## src/rtl/ahfp_pkg.sv

```systemverilog
// Shared definitions for the AHFP subtractor arbiter: FP width, FSM encoding,
// and canonical single-precision constants.
package ahfp_pkg;

  localparam int unsigned FP_W = 32;

  typedef enum logic [1:0] {
    StIdle = 2'd0,
    StWait = 2'd1,
    StResp = 2'd2
  } arb_state_e;

  localparam logic [FP_W-1:0] FP_ONE     = 32'h3F80_0000;
  localparam logic [FP_W-1:0] FP_TWO     = 32'h4000_0000;
  localparam logic [FP_W-1:0] FP_THREE   = 32'h4040_0000;
  localparam logic [FP_W-1:0] FP_NEG_TWO = 32'hC000_0000;

endpackage

```

## src/rtl/ahfp_rr_pick.sv

```systemverilog
// Combinational round-robin picker: first set req bit at or above rr_ptr_i,
// wrapping modulo NREQ. Returns a one-hot grant and its encoded index.
module ahfp_rr_pick #(
  parameter int unsigned NREQ = 4,
  parameter int unsigned IDW  = 2
) (
  input  logic [NREQ-1:0] req_i,
  input  logic [IDW-1:0]  rr_ptr_i,
  output logic [NREQ-1:0] gnt_o,
  output logic [IDW-1:0]  idx_o
);

  int unsigned    pos;
  logic [IDW-1:0] pos_idx;
  logic           found;

  // Scan NREQ slots starting at the pointer; the first hit wins.
  always_comb begin
    gnt_o   = '0;
    idx_o   = '0;
    found   = 1'b0;
    pos     = 0;
    pos_idx = '0;
    for (int unsigned k = 0; k < NREQ; k++) begin
      pos     = (32'(rr_ptr_i) + k) % NREQ;
      pos_idx = IDW'(pos);
      if (!found && req_i[pos_idx]) begin
        gnt_o[pos_idx] = 1'b1;
        idx_o          = pos_idx;
        found          = 1'b1;
      end
    end
  end

endmodule

```

## src/rtl/ahfp_sub_arbiter.sv

```systemverilog
// Round-robin arbiter sharing one combinational FP subtractor between NREQ
// requesters. Operands are registered on accept, held LATENCY cycles, then
// the subtractor output is captured and returned with the requester ID.
// Optional statistics counters: define AHFP_SUB_ARB_STATS_EN.
module ahfp_sub_arbiter
  import ahfp_pkg::*;
#(
  parameter int unsigned NREQ    = 4,
  parameter int unsigned IDW     = 2,
  parameter int unsigned LATENCY = 2
) (
  input  logic                 clk,
  input  logic                 reset_n,
  input  logic [NREQ-1:0]      req_valid,
  output logic [NREQ-1:0]      req_ready,
  input  logic [FP_W*NREQ-1:0] req_dataa,
  input  logic [FP_W*NREQ-1:0] req_datab,
  output logic [FP_W-1:0]      sub_dataa,
  output logic [FP_W-1:0]      sub_datab,
  input  logic [FP_W-1:0]      sub_result,
  output logic                 resp_valid,
  input  logic                 resp_ready,
  output logic [IDW-1:0]       resp_id,
  output logic [FP_W-1:0]      result,
`ifdef AHFP_SUB_ARB_STATS_EN
  output logic [15:0]          op_count,
  output logic [15:0]          stall_count,
`endif
  output logic                 busy
);

  localparam logic [3:0] CntLoad = 4'(LATENCY - 1);

  arb_state_e      state_q, state_d;
  logic [IDW-1:0]  rr_ptr_q, rr_ptr_d;
  logic [3:0]      cnt_q, cnt_d;
  logic [FP_W-1:0] sub_a_q, sub_a_d;
  logic [FP_W-1:0] sub_b_q, sub_b_d;
  logic [FP_W-1:0] result_q, result_d;
  logic            resp_valid_q, resp_valid_d;
  logic [IDW-1:0]  resp_id_q, resp_id_d;

  logic [NREQ-1:0] pick_gnt;
  logic [IDW-1:0]  pick_idx;
  logic            accept;

  ahfp_rr_pick #(
    .NREQ(NREQ),
    .IDW (IDW)
  ) u_pick (
    .req_i   (req_valid),
    .rr_ptr_i(rr_ptr_q),
    .gnt_o   (pick_gnt),
    .idx_o   (pick_idx)
  );

  // Grant is only offered in IDLE and never while reset is held.
  always_comb begin
    req_ready = '0;
    if (reset_n && (state_q == StIdle)) req_ready = pick_gnt;
  end

  assign accept = |(req_valid & req_ready);

  // Next-state logic for the IDLE -> WAIT -> RESP handshake sequence.
  always_comb begin
    state_d      = state_q;
    rr_ptr_d     = rr_ptr_q;
    cnt_d        = cnt_q;
    sub_a_d      = sub_a_q;
    sub_b_d      = sub_b_q;
    result_d     = result_q;
    resp_valid_d = resp_valid_q;
    resp_id_d    = resp_id_q;
    unique case (state_q)
      StIdle: begin
        if (accept) begin
          sub_a_d   = req_dataa[FP_W*pick_idx +: FP_W];
          sub_b_d   = req_datab[FP_W*pick_idx +: FP_W];
          resp_id_d = pick_idx;
          rr_ptr_d  = (pick_idx == IDW'(NREQ - 1)) ? '0 : pick_idx + 1'b1;
          cnt_d     = CntLoad;
          state_d   = StWait;
        end
      end
      StWait: begin
        if (cnt_q == 4'd0) begin
          result_d     = sub_result;
          resp_valid_d = 1'b1;
          state_d      = StResp;
        end else begin
          cnt_d = cnt_q - 4'd1;
        end
      end
      StResp: begin
        if (resp_valid_q && resp_ready) begin
          resp_valid_d = 1'b0;
          state_d      = StIdle;
        end
      end
      default: state_d = StIdle;
    endcase
  end

  // State register with synchronous active-low reset.
  always_ff @(posedge clk) begin
    if (!reset_n) begin
      state_q      <= StIdle;
      rr_ptr_q     <= '0;
      cnt_q        <= '0;
      sub_a_q      <= '0;
      sub_b_q      <= '0;
      result_q     <= '0;
      resp_valid_q <= 1'b0;
      resp_id_q    <= '0;
    end else begin
      state_q      <= state_d;
      rr_ptr_q     <= rr_ptr_d;
      cnt_q        <= cnt_d;
      sub_a_q      <= sub_a_d;
      sub_b_q      <= sub_b_d;
      result_q     <= result_d;
      resp_valid_q <= resp_valid_d;
      resp_id_q    <= resp_id_d;
    end
  end

  assign sub_dataa  = sub_a_q;
  assign sub_datab  = sub_b_q;
  assign result     = result_q;
  assign resp_valid = resp_valid_q;
  assign resp_id    = resp_id_q;
  assign busy       = (state_q != StIdle);

`ifdef AHFP_SUB_ARB_STATS_EN
  logic [15:0] op_count_q, op_count_d;
  logic [15:0] stall_count_q, stall_count_d;

  // Saturating counters for completed handshakes and blocked request cycles.
  always_comb begin
    op_count_d    = op_count_q;
    stall_count_d = stall_count_q;
    if (resp_valid_q && resp_ready && (op_count_q != 16'hFFFF)) begin
      op_count_d = op_count_q + 16'd1;
    end
    if ((|req_valid) && !(|req_ready) && (stall_count_q != 16'hFFFF)) begin
      stall_count_d = stall_count_q + 16'd1;
    end
  end

  // Counter registers.
  always_ff @(posedge clk) begin
    if (!reset_n) begin
      op_count_q    <= '0;
      stall_count_q <= '0;
    end else begin
      op_count_q    <= op_count_d;
      stall_count_q <= stall_count_d;
    end
  end

  assign op_count    = op_count_q;
  assign stall_count = stall_count_q;
`endif

endmodule

```

## config.mk

```make
export PLATFORM = sky130hd
export DESIGN_NAME = ahfp_sub_arbiter
export DESIGN_NICKNAME = d
export VERILOG_FILES = /design/src/rtl/ahfp_pkg.sv /design/src/rtl/ahfp_rr_pick.sv /design/src/rtl/ahfp_sub_arbiter.sv
export SDC_FILE = /design/constraint.sdc
export NUM_CORES = 1
export LEC_CHECK = 0
export CELL_PAD_IN_SITES_DETAIL_PLACEMENT = 2
export CELL_PAD_IN_SITES_GLOBAL_PLACEMENT = 2
export CORE_MARGIN = 3
export CORE_UTILIZATION = 19
export CTS_CLUSTER_DIAMETER = 100
export DETAILED_ROUTE_END_ITERATION = 12
export GPL_ROUTABILITY_DRIVEN = 1
export PLACE_DENSITY_LB_ADDON = 0.1
export SYNTH_ARGS = -nofsm -noshare
export SYNTH_HDL_FRONTEND = slang
export SYNTH_SLANG_ARGS = --single-unit
export TNS_END_PERCENT = 10
```

## constraint.sdc

```tcl
create_clock -name clk -period 3.15 [get_ports clk]
set_input_delay 0.315 -clock clk [delete_from_list [all_inputs] [get_ports clk]]
set_output_delay 0.315 -clock clk [all_outputs]
set_load 0.005 [all_outputs]
```

=== Word-level counts from Yosys, hierarchy flattened ===
Cells that the tools add are included.

* Shift-type cells: 2
* $lt $le $gt $ge: 8
* Bitwise gates (word level): 4
* Multiplexer cells: 39
* Equality and inequality tests: 7
* Add/subtract/negate cells: 5
* Reduce and logical (&&, ||, !) cells: 23

{| class="wikitable"
|+ Operators by type and width
! operator !! count
|-
| $shiftx A128 B8 Y32 || 2
|-
| $mux W4 || 7
|-
| $mux W2 || 8
|-
| $mux W1 || 13
|-
| $lt A2 B3 Y1 const B || 4
|-
| $or A4 B4 Y4 || 3
|-
| $logic_and A1 B1 Y1 || 9
|-
| $reduce_and A3 Y1 || 3
|-
| $bmux W1 S2 || 4
|-
| $demux W1 S2 || 4
|-
| $ge A2 B1 Y1 const B || 4
|-
| $ne A2 B2 Y1 const B || 4
|-
| $pmux W4 S2 || 1
|-
| $pmux W2 S3 || 1
|-
| $reduce_bool A2 Y1 || 3
|-
| $add A2 B1 Y2 const B || 2
|-
| $add A2 B2 Y2 const B || 2
|-
| $and A4 B4 Y4 || 1
|-
| $eq A2 B2 Y1 const B || 2
|-
| $logic_not A4 Y1 || 1
|-
| $reduce_and A2 Y1 || 2
|-
| $reduce_or A4 Y1 || 1
|-
| $sub A4 B1 Y4 const B || 1
|-
| $logic_not A1 Y1 || 3
|-
| 3 further kinds || 3
|}

* Input port bits: 295
* Word-level logic and storage cells: 96
* Bits in registers: 107

=== Logic depth before layout (Yosys ltp) ===
Gate-level depths: netlist of run 1.

* Depth after elaboration: 17
* Depth in mapped cells: 13
* Mapped depth without buffers: 9

=== Cells and area by module ===
Synthesis of run 1 repeated with hierarchy kept, for this count alone.

* Cell total of the unflattened synthesis: 630
* Area total of the unflattened synthesis: 6,184.7 um^2

{| class="wikitable"
|+ Modules (own cells, without submodules)
! module !! cells an instance !! area each (um^2) !! times used !! seq. area each (um^2)
|-
| ahfp_sub_arbiter || 565 || 5,695.5 || 1 || 2,142.1
|-
| ahfp_rr_pick || 65 || 489.2 || 1 || 0.0
|}

=== Worst setup path after synthesis of run 1 ===
Ideal clock, no wire load.

* Path kind: reg-to-reg
* From: reg rr_ptr_q[0]
* To: reg rr_ptr_q[1]
* Data arrival time: 3.235 ns
* Required time: 3.034 ns
* Path slack: -0.201 ns
* Cell stages (with the launch flop): 14
* Cell sequence: dfxtp_1 -> buf_2 -> inv_2 -> ha_1 -> clkbuf_1 -> or3b_1 -> a2111o_1 -> nand2_1 -> mux2i_1 -> buf_2 -> buf_2 -> ha_1 -> mux2i_1 -> nor2b_1

* Elaborated cells between the ends (all ways): 58
* Those cells by class: add/sub: 4; order compare: 8; eq/ne: 1; mux: 29; bitwise: 4; reduce/logical: 12

{| class="wikitable"
|+ RTL lines
! what !! line !! text
|-
| from (decl) || ahfp_sub_arbiter.sv:35 || <nowiki>logic [IDW-1:0] rr_ptr_q, rr_ptr_d;</nowiki>
|-
| from (signal assigned) || ahfp_sub_arbiter.sv:118 || <nowiki>rr_ptr_q <= rr_ptr_d;</nowiki>
|-
| parallel branches: the longest is 11 deep, another holds $add A2 B1 Y2 || - ||
|-
| $mux W2 * || ahfp_rr_pick.sv:27 || <nowiki>if (!found && req_i[pos_idx]) begin</nowiki>
|-
| via pick_idx[1] || ahfp_sub_arbiter.sv:44 || <nowiki>logic [IDW-1:0] pick_idx;</nowiki>
|-
| $add A2 B1 Y2 / $eq A2 B2 Y1 (equally long branches) || ahfp_sub_arbiter.sv:81 || <nowiki>rr_ptr_d = (pick_idx == IDW'(NREQ - 1)) ? '0 : pick_idx + 1'b1;</nowiki>
|-
| $mux W2 * || ahfp_sub_arbiter.sv:81 ||
|}

Mark *: on every way through the listed nets, which the timed path passes. The select of a mux whose other input is x is not followed.
A chain may end at the register's enable or synchronous reset.

=== Worst setup path in the final report of run 1 ===
* From: reg rr_ptr_q[0]
* To: out req_ready[1]

* Longest elaborated chain between the ends: 13
* Elaborated cells between the ends (all ways): 48
* Those cells by class: add/sub: 3; order compare: 8; mux: 24; bitwise: 3; reduce/logical: 10

{| class="wikitable"
|+ Ends and longest elaborated chain
! what !! line !! text
|-
| parallel branches: the longest is 11 deep, another holds $lt A2 B3 Y1 || - ||
|-
| $mux W4 * || ahfp_rr_pick.sv:27 ||
|-
| $mux W4 * || ahfp_sub_arbiter.sv:60 || <nowiki>if (reset_n && (state_q == StIdle)) req_ready = pick_gnt;</nowiki>
|-
| to (decl) || ahfp_sub_arbiter.sv:15 || <nowiki>output logic [NREQ-1:0] req_ready,</nowiki>
|}

Mark *: on every way between the ends. The select of a mux whose other input is x is not followed.

==> results of run 1 <==
-- synth_stat cells, types with 2 or more instances --
library cell	number	share of area
sky130_fd_sc_hd__a21oi_1	7	0.0052
sky130_fd_sc_hd__o21a_1	4	0.0044
sky130_fd_sc_hd__nand2_1	76	0.042
sky130_fd_sc_hd__ha_1	9	0.017
sky130_fd_sc_hd__buf_4	9	0.0099
sky130_fd_sc_hd__nor3b_1	9	0.0099
sky130_fd_sc_hd__nand3b_1	5	0.0055
sky130_fd_sc_hd__o31ai_1	4	0.0044
sky130_fd_sc_hd__mux4_2	3	0.0099
sky130_fd_sc_hd__nor2_1	5	0.0028
sky130_fd_sc_hd__or3_1	3	0.0028
sky130_fd_sc_hd__nor3_1	5	0.0037
sky130_fd_sc_hd__dfxtp_1	107	0.32
sky130_fd_sc_hd__and3b_1	2	0.0026
sky130_fd_sc_hd__a21boi_0	33	0.036
sky130_fd_sc_hd__nor2b_1	68	0.063
sky130_fd_sc_hd__mux2i_1	262	0.39
sky130_fd_sc_hd__clkbuf_1	25	0.014
sky130_fd_sc_hd__or3b_1	6	0.0077
sky130_fd_sc_hd__a211oi_1	4	0.0044
sky130_fd_sc_hd__buf_6	6	0.0099
sky130_fd_sc_hd__o21ai_0	2	0.0015
sky130_fd_sc_hd__inv_1	11	0.0061
sky130_fd_sc_hd__o31a_1	2	0.0026
sky130_fd_sc_hd__buf_2	15	0.011
sky130_fd_sc_hd__nand2b_1	7	0.0064
sky130_fd_sc_hd__a2111oi_0	2	0.0026
-- repair_timing --
action / in CTS / in global routing
resized for setup: 17 / 9
setup buffers: 1 / 3
cloned: 0 / 1
setup endpoints to repair: 7 / 17
pin swaps: 5 / 4
-- final cells by class --
cell class / count / share of cell area
inverter: 12 / 0.003741
sequential: 107 / 0.1781
clock buffer: 10 / 0.01902
multi-input combinational: 528 / 0.3682
timing repair buffer: 452 / 0.3803
clock inverter: 5 / 0.003325
tap: 455 / 0.04728
-- metal layers --
metal	vias to the layer above	share of wire	GRT usage
met4	0	0.0059	0.02350
met5	-	0	0
met2	241	0.49	0.2657
met3	10	0.080	0.05607
li1	3279	-	-
met1	3170	0.42	0.1835
-- state kept, by name, indices dropped and copies added, names as in the netlist --
register and cells:
resp_id 2, state_q 2, rr_ptr_q 2, sub_datab 32, sub_dataa 32, result 32
cnt_q 4, resp_valid 1
-- where the power goes --
group / internal, mW / switching (mW) / leakage, nW
Sequential: 1.73 / 0.212 / 0.872
Combinational: 3.16 / 2.65 / 3.45
Clock: 0.540 / 0.546 / 0.126
-- worst reg2reg max path, stage by stage (launching register included) --
cell,delay [ns]
sky130_fd_sc_hd__dfxtp_2,0.34
sky130_fd_sc_hd__inv_2,0.05
sky130_fd_sc_hd__ha_4,0.25
sky130_fd_sc_hd__or3b_1,0.34
sky130_fd_sc_hd__a2111o_1,0.41
sky130_fd_sc_hd__buf_4,0.17
sky130_fd_sc_hd__a211oi_4,0.26
sky130_fd_sc_hd__buf_4,0.14
sky130_fd_sc_hd__buf_4,0.09
sky130_fd_sc_hd__o31ai_2,0.07
sky130_fd_sc_hd__o2111ai_4,0.12
sky130_fd_sc_hd__buf_12,0.30
sky130_fd_sc_hd__mux2i_1,0.28
sky130_fd_sc_hd__nor2b_1,0.06
-- stage by stage --
stage               power [mW]  worst slack (ns)
floorplan                5.188          -0.07149
global placement         7.705           -0.2312
detailed placement       7.762           -0.2683
CTS                      8.959         -0.005623
global route             9.521          -0.05298
finish                   8.830           0.06240
-- cells by family (layout without fill, tap and decap cells) --
kind of cell             count (synthesis)  after routing  synth area share
AO/OA/AOI/OAI                           65             65           0.07160
adder cells (fa/ha/maj)                  9              9           0.01657
multiplexers                           265            265            0.3957
AND/OR/NAND/NOR                        188            188            0.1478
XOR/XNOR                                 1              1          0.001289
buffers and inverters                   68            479           0.05190
flip-flops                             107            107            0.3151
-- final timing paths --
kind | from | endpoint
min | result[17] | result[17]
max reg2reg | rr_ptr_q[0] | sub_datab[30]
min reg2reg | result[17] | result[17]
max | rr_ptr_q[0] | req_ready[1]
==> results.md, run 1 <==
Clocking:
- The clock passes through at most 2 buffers.
- Buffers inserted to repair hold after CTS numbered 0.
- For the worst-skew pair, the clock arrives at the later sink with an insertion delay of 0.35 ns.
- The clock transition at the registers of the reported paths is 0.08 ns.
- The H-tree depth is 3.
- The TritonCTS clock tree is yes.
- The clock net in this run drives a total of 107 sinks.
- Buffers inserted during clock tree synthesis total 9.
- In this run the clock root is driven by a sky130_fd_sc_hd__clkbuf_16.

Critical path:
- The setup slack of the most critical reg-to-reg path is 0.15 ns.
- The peak fanout along the critical path is 3.
- The signal on the critical path passes through inv_2 -> ha_4 -> or3b_1 -> a2111o_1 -> buf_4 -> a211oi_4 -> or3_1 -> clkdlybuf4s50_1.
- On the critical path, the stage with the largest delay is an instance of sky130_fd_sc_hd__clkdlybuf4s50_1.
- The family with the most delay on the worst path is buffers and inverters.
- The setup path with the least slack is of type flip-flop to primary output.
- Counting both buffers and inverters, the worst setup path holds a total of 3.
- STA puts the critical path data arrival time at 2.77 ns.
- The data required time at the worst endpoint is 2.83 ns.
- On the worst path, the slowest cell contributes a delay of 0.50 ns.
- The category of the worst setup path launch point is a flip-flop.
- The count of cell instances traversed by the critical path is 8.
- The worst register-to-register path has a depth of 13.
- STA classifies the critical path endpoint as a primary output.

Logic synthesis:
- The number of storage elements in the synthesis netlist is 107.
- The average instance area after synthesis is 9.670 sq um.
- The net count after synthesis is 1007.
- During synthesis, Yosys emitted a total of 0 warnings.
- Synthesis produced a netlist whose cell count is 703.
- In this run, synthesis inferred 0 flip-flops with an integrated enable.
- The async set-reset flop share out of synthesis is 0.
- The netlist uses 39 different library cells.
- The most used flip-flop cell after synthesis is sky130_fd_sc_hd__dfxtp_1.
- The share of synthesized area occupied by flip-flops and latches is 0.3151.
- The area of the mapped netlist is 0.006798 sq mm.

STA:
- The number of hold-slack violations in the final timing report is 0.
- The actual transition at the worst max-transition pin is 0.8491 ns.
- Across all hold checks on the routed design, the worst slack comes to 0.4664 ns.
- The accumulated negative setup slack is 0 ns.
- Timing would allow up to 323.9 MHz.
- The routed design could run at a clock period as short as 3.088 ns.
- The clock arrives with 0.008382 ns of skew.
- The final number of max-transition violations is 0.
- In the finished design, the share of the clock period the worst path needs comes to 0.9802.
- Setup violations remaining at the end of the flow were counted as 0.
- The max-slew headroom at the worst pin is 0.4193.
- Setup repair after global routing could not meet its margin everywhere.

Outcome:
- The run finished with clean final reports.

Final layout:
- The non-filler instance count after layout is 1569.
- The area taken by flip-flops and latches is 0.002145 sq mm.
- Once layout is complete, the utilization of the core stands at 0.3452.
- The finished cells cover 0.01204 sq mm.
- The library cell used most frequently in the layout, excluding fill and tap cells, is sky130_fd_sc_hd__clkdlybuf4s50_1.
- In the layout the commonest cells are 395 x sky130_fd_sc_hd__clkdlybuf4s50_1, 259 x sky130_fd_sc_hd__mux2i_1, 105 x sky130_fd_sc_hd__dfxtp_1.
- The fill cell instance count of the final layout is 3858.
- After the last flow step, the layout net total stands at 1414.
- The area added between synthesis and finish is 77.14%.
- Of the cells placed in the final design, the portion with a size suffix greater than 1 is 0.08259.
- The antenna cell count is 0.
- The multi-input combinational cells in the finished layout cover a total of 0.004434 sq mm.

Placement:
- The half-perimeter wire length after detailed placement is 24390 um.
- After detailed placement, the design holds a cell count of 1549.
- The cell area after placement is 0.01160 sq mm.
- The congestion estimate from routability-driven global placement came to 0.7557.
- Buffers placed on the I/O ports in this run total 398.

Floorplan:
- Pin placement for this block handled 399 I/O pins.
- The floorplan step set the die width to 195.2 um.
- The number of cell rows is 68.
- The placeable core area is 0.03488 sq mm.
- For this configuration, the core starts out at a cell density of 0.1949.
- The full die area is 0.03808 sq mm.
- The vertical die dimension is 195.2 um.

Global route:
- The number of antenna violations at the first check in global routing is 0.
- Global routing finished with a remaining overflow of 0.
- The all-layer global routing usage is 0.1525.
- The number of global-route vias before repair is 7269.
- The wire length of the first global-routing pass is 45280 um.
- The pin count of the biggest net entering global routing is 59.

Drt:
- The post-detailed-route count of antenna-violating nets is 0.
- The detailed-route vias per instance is 4.270.
- The total number of vias is 6700.
- The first detailed-routing pass took 4 iterations.
- The remaining routing DRC violations is 0.
- The number of design-rule violations left by the first detailed-router iteration is 108.
- Summed over all layers, the routed wires come to 30620 um.
- After detailed routing, the average wire length per cell comes to 19.51 um.

Min path:
- The worst hold path belongs to the class flip-flop to flip-flop.
- The number of stages on the worst hold path is 2.

Pwr:
- In this run the power density over the cells is 733.3 mW/mm^2.
- The analysis attributes to cell leakage a power of 4.451 nW.
- The worst supply voltage drop on vdd is 0.0004013 V.

Flow run:
- The max capacitance violation total is 0.
Power figures use the tool's default switching activity.
==> run 2, diff against run 1 <==
--- a/config.mk
+++ b/config.mk
@@ -5,10 +5,11 @@
 export SDC_FILE = /design/constraint.sdc
 export NUM_CORES = 1
 export LEC_CHECK = 0
+export ABC_AREA = 1
 export CELL_PAD_IN_SITES_DETAIL_PLACEMENT = 2
 export CELL_PAD_IN_SITES_GLOBAL_PLACEMENT = 2
 export CORE_MARGIN = 3
-export CORE_UTILIZATION = 19
+export CORE_UTILIZATION = 17
 export CTS_CLUSTER_DIAMETER = 100
 export DETAILED_ROUTE_END_ITERATION = 12
 export GPL_ROUTABILITY_DRIVEN = 1
==> results.md, run 2 <==
Outcome:
- The run finished with clean final reports.

Floorplan:
- The full die area is 0.04277 sq mm.
- The initial utilization of the core area, before any placement, comes to 0.1745.
- The vertical die dimension is 206.8 um.
- In this run the core area contains 72 standard-cell rows.
- The x dimension of the die is 206.8 um.
- The total area inside the core boundary comes to 0.03928 sq mm.
- The count of pins on the block boundary is 399.

Critical path:
- The family with the most delay on the worst path is buffers and inverters.
- The reg-to-reg critical path endpoint is sub_datab[8].
- The worst setup path is captured at a primary output.
- The peak fanout along the critical path is 11.
- The maximum single-stage delay on the critical path is 0.51 ns.
- The setup slack of the most critical reg-to-reg path is 0.41 ns.
- The worst register-to-register path begins at rr_ptr_q[0].
- The cell repeated most along the worst path is sky130_fd_sc_hd__nand3_1.
- The signal on the critical path passes through inv_8 -> ha_1 -> inv_1 -> nand3_1 -> nand2_2 -> nor2_8 -> nand3_1 -> nand3_1 -> nand2_1 -> inv_1 -> clkdlybuf4s50_1.
- The worst-case reg-to-reg path depth is 16.
- The category of the worst setup path launch point is a flip-flop.
- The beginning of the critical path is rr_ptr_q[0].
- At the worst endpoint, the required time is 2.83 ns.
- The start-to-end type of the worst setup path is flip-flop to primary output.
- The cell with the biggest individual delay on the critical path is sky130_fd_sc_hd__clkdlybuf4s50_1.
- The count of cell instances traversed by the critical path is 11.
- The number of buffers and inverters on the critical path is 4.
- Data on the critical path arrives at its endpoint at 2.50 ns.
- The end point of the critical path is req_ready[3].

Flow run:
- The max capacitance violation total is 0.

Global route:
- The number of global-route vias before repair was 8991.
- Entering global routing, the biggest net connects 92 pins.
- The remaining global-route overflow is 0.
- The first global-routing pass estimated 54080 um of wire.
- The number of antenna violations at the first check in global routing was 7.
- The all-layer global routing usage is 0.1653.

Logic synthesis:
- The share of synthesized area in the top cell type comes to 0.3125.
- The average instance area after synthesis is 6.243 sq um.
- The commonest cells after synthesis are 213 x sky130_fd_sc_hd__nor2_1, 190 x sky130_fd_sc_hd__nand2_1, 138 x sky130_fd_sc_hd__o21ai_0, 137 x sky130_fd_sc_hd__inv_1, 107 x sky130_fd_sc_hd__dfxtp_1.
- After synthesis the cells add up to 0.006855 sq mm.
- The number of enable flip-flop cells after synthesis is 0.
- Ranked by total cell area, the synthesized netlist is headed by sky130_fd_sc_hd__dfxtp_1 31%, sky130_fd_sc_hd__nor2_1 12%, sky130_fd_sc_hd__nand2_1 10%, sky130_fd_sc_hd__o21ai_0 10%, sky130_fd_sc_hd__inv_1 7.5%.
- For this run, the register share of the synthesized area comes to 0.3125.
- After synthesis the netlist holds a flip-flop and latch count of 107.
- The dominant register cell in the synthesized netlist is sky130_fd_sc_hd__dfxtp_1.
- Of all cell types, the one taking the most synthesized area is sky130_fd_sc_hd__dfxtp_1.
- By instance count, the leading cell after synthesis is sky130_fd_sc_hd__nor2_1.
- The synthesized netlist contains 33 unique library cells.
- Yosys printed 0 warnings.
- The cell count after synthesis is 1098.
- The async set-reset flop share out of synthesis is 0.
- The number of nets handed over by synthesis was 1402.

Placement:
- After detailed placement, the total cell area comes to 0.01143 sq mm.
- The half-perimeter wire length after detailed placement is 28180 um.
- The count of port buffers added during placement is 398.
- Routability-driven placement finished with a final weighted congestion of 0.7594.
- The number of placed cells counting well taps is 1969.

Drt:
- In the routed design, unresolved DRC markers number 0.
- The count of TritonRoute iterations in the first routing pass is 4.
- The number of design-rule violations left by the first detailed-router iteration is 232.
- The aggregate routed wire length is 36370 um.
- The post-detailed-route count of antenna-violating nets is 0.
- For this block, the via count after detailed routing is 8522.
- The average routed wire per standard cell is 18.27 um.
- The detailed-route vias per instance is 4.282.

STA:
- The actual transition at the worst max-transition pin is 0.9670 ns.
- Setup repair after global routing left no endpoint under its margin.
- Of the available clock period, the critical path in the final layout requires 0.8937.
- The final number of max-transition violations is 0.
- The final period demand of the worst path is 2.815 ns.
- The accumulated negative setup slack is 0 ns.
- Clock skew on the completed layout was measured at 0.01499 ns.
- The maximum operating frequency is 355.2 MHz.
- The max-slew headroom at the worst pin is 0.3553.
- The number of hold-slack violations in the final timing report is 0.
- Setup violations remaining at the end of the flow were counted as 0.

Min path:
- The worst hold path belongs to the class flip-flop to flip-flop.

Final layout:
- In the layout the commonest cells are 397 x sky130_fd_sc_hd__clkdlybuf4s50_1, 212 x sky130_fd_sc_hd__nor2_1, 190 x sky130_fd_sc_hd__nand2_1.
- The filler cells instantiated in the layout total 4700.
- At the end of the flow the core is filled with cells to 0.2994.
- After routing the design area is 0.01176 sq mm.
- The area added between synthesis and finish is 71.56%.
- The commonest non-fill, non-tap cell in the layout is sky130_fd_sc_hd__clkdlybuf4s50_1.
- The non-filler instance count after layout is 1990.
- The number of nets in the layout is 1766.
- In the final layout, the share of cells above drive strength 1 is 0.06544.

Clocking:
- TritonCTS built the clock tree.
- In this run, post-CTS hold repair placed 0 buffers.
- The maximum count of clock buffers along a single path is 2.
- TritonCTS created 9 clock buffers.
- The clock root buffer is sky130_fd_sc_hd__clkbuf_16.
- The H-tree depth is 3.
- The number of setup buffers added after CTS is 0.
- After clock tree synthesis, the repair step resized 0 gates.
- After clock tree synthesis, the clock-pin slew on the worst setup and hold paths is 0.09 ns.
- The clock reaches the later pin of the worst-skew pair after 0.37 ns.
- The number of sinks handled by clock tree synthesis is 107.

Pwr:
- The worst supply voltage drop on vdd is 0.0004440 V.
- The overall power of the completed layout is 10.03 mW.
- For this design the static power due to leakage is 5.098 nW.
- In this run the power density over the cells is 853.0 mW/mm^2.
-- run 2: cell count changes in the layout (fill, tap and decap cells not counted), sizes merged, moves of 12 or more --
cell / previous run / this run
o21ai: 3 / 192
nor2: 5 / 216
mux2i: 262 / 0
a21boi: 33 / 4
nor2b: 68 / 0
or2: 0 / 27
nand3: 0 / 69
o211ai: 0 / 40
a21oi: 7 / 19
buf: 54 / 29
nand2: 76 / 197
inv: 13 / 143
-- run 2: worst min-delay path by stage --
stage                         from             to  slack [ns]  depth (start not counted)
floorplan            sub_result[0]      result[0]        0.45                          2
global route        sub_result[29]     result[29]        0.50                          3
global placement     sub_datab[16]  sub_datab[16]        0.45                          2
detailed placement    sub_datab[2]   sub_datab[2]        0.46                          2
CTS                  sub_datab[16]  sub_datab[16]        0.48                          2
finish               sub_datab[16]  sub_datab[16]        0.47                          2
-- run 2: power by group --
part / leakage [nW] / total, mW / switching, mW / internal, mW
clock network: 0.153 / 1.23 / 0.657 / 0.577
registers: 0.876 / 2.01 / 0.220 / 1.79
logic: 4.07 / 6.79 / 3.96 / 2.83
-- run 2: cells by family (layout without fill, tap and decap cells) --
logic type / count (synthesis) / in the layout / share of synthesized area
AO/OA/AOI/OAI: 256 / 256 / 0.2165
XOR/XNOR: 1 / 1 / 0.001278
adder cells (fa/ha/maj): 9 / 9 / 0.01643
buffers and inverters: 214 / 583 / 0.1416
flip-flops: 107 / 107 / 0.3125
other: 0 / 5 / 0
AND/OR/NAND/NOR: 511 / 511 / 0.3117
-- run 2: worst register-to-register path, delay by kind of cell (launching register included) --
| family | cells | cell delay (ns) |
|---|---|---|
| AND/OR/NAND/NOR | 9 | 1.04 |
| AO/OA/AOI/OAI | 2 | 0.17 |
| buffers and inverters | 4 | 0.67 |
| adder cells (fa/ha/maj) | 1 | 0.34 |
| flip-flops | 1 | 0.39 |
-- run 2: final cells by class --
class | count | area (sq um) | area share
timing repair buffer | 426 | 4339 | 0.3689
multi-input combinational | 777 | 3767 | 0.3203
clock buffer | 9 | 225.2 | 0.01915
clock inverter | 7 | 88.84 | 0.007553
sequential | 107 | 2143 | 0.1822
antenna | 5 | 12.51 | 0.001064
tap | 518 | 648.1 | 0.05511
inverter | 141 | 536.8 | 0.04564
-- run 2: metal layers --
| metal | GRT usage | share of wire | up-vias |
|---|---|---|---|
| met5 | 0 | 0.0017 | - |
| li1 | - | - | 4209 |
| met4 | 0.03564 | 0.013 | 10 |
| met2 | 0.2842 | 0.48 | 208 |
| met3 | 0.05598 | 0.077 | 31 |
| met1 | 0.2011 | 0.43 | 4064 |
-- run 2: through the flow --
step / hold slack [ns] / setup slack (ns)
6_report: 0.4703 / 0.3348
5_1_grt: 0.4984 / 0.07550
4_1_cts: 0.4788 / 0.1812
3_5_place_dp: 0.4604 / 0.2119
3_3_place_gp: 0.4516 / 0.2837
2_1_floorplan: 0.4499 / 0.6070
==> run 3, diff against run 2 <==
--- a/config.mk
+++ b/config.mk
@@ -5,11 +5,10 @@
 export SDC_FILE = /design/constraint.sdc
 export NUM_CORES = 1
 export LEC_CHECK = 0
-export ABC_AREA = 1
 export CELL_PAD_IN_SITES_DETAIL_PLACEMENT = 2
 export CELL_PAD_IN_SITES_GLOBAL_PLACEMENT = 2
 export CORE_MARGIN = 3
-export CORE_UTILIZATION = 17
+export CORE_UTILIZATION = 19
 export CTS_CLUSTER_DIAMETER = 100
 export DETAILED_ROUTE_END_ITERATION = 12
 export GPL_ROUTABILITY_DRIVEN = 1
==> results of run 3 <==
The final DEF is identical to that of run 1; final timing and power are the same.
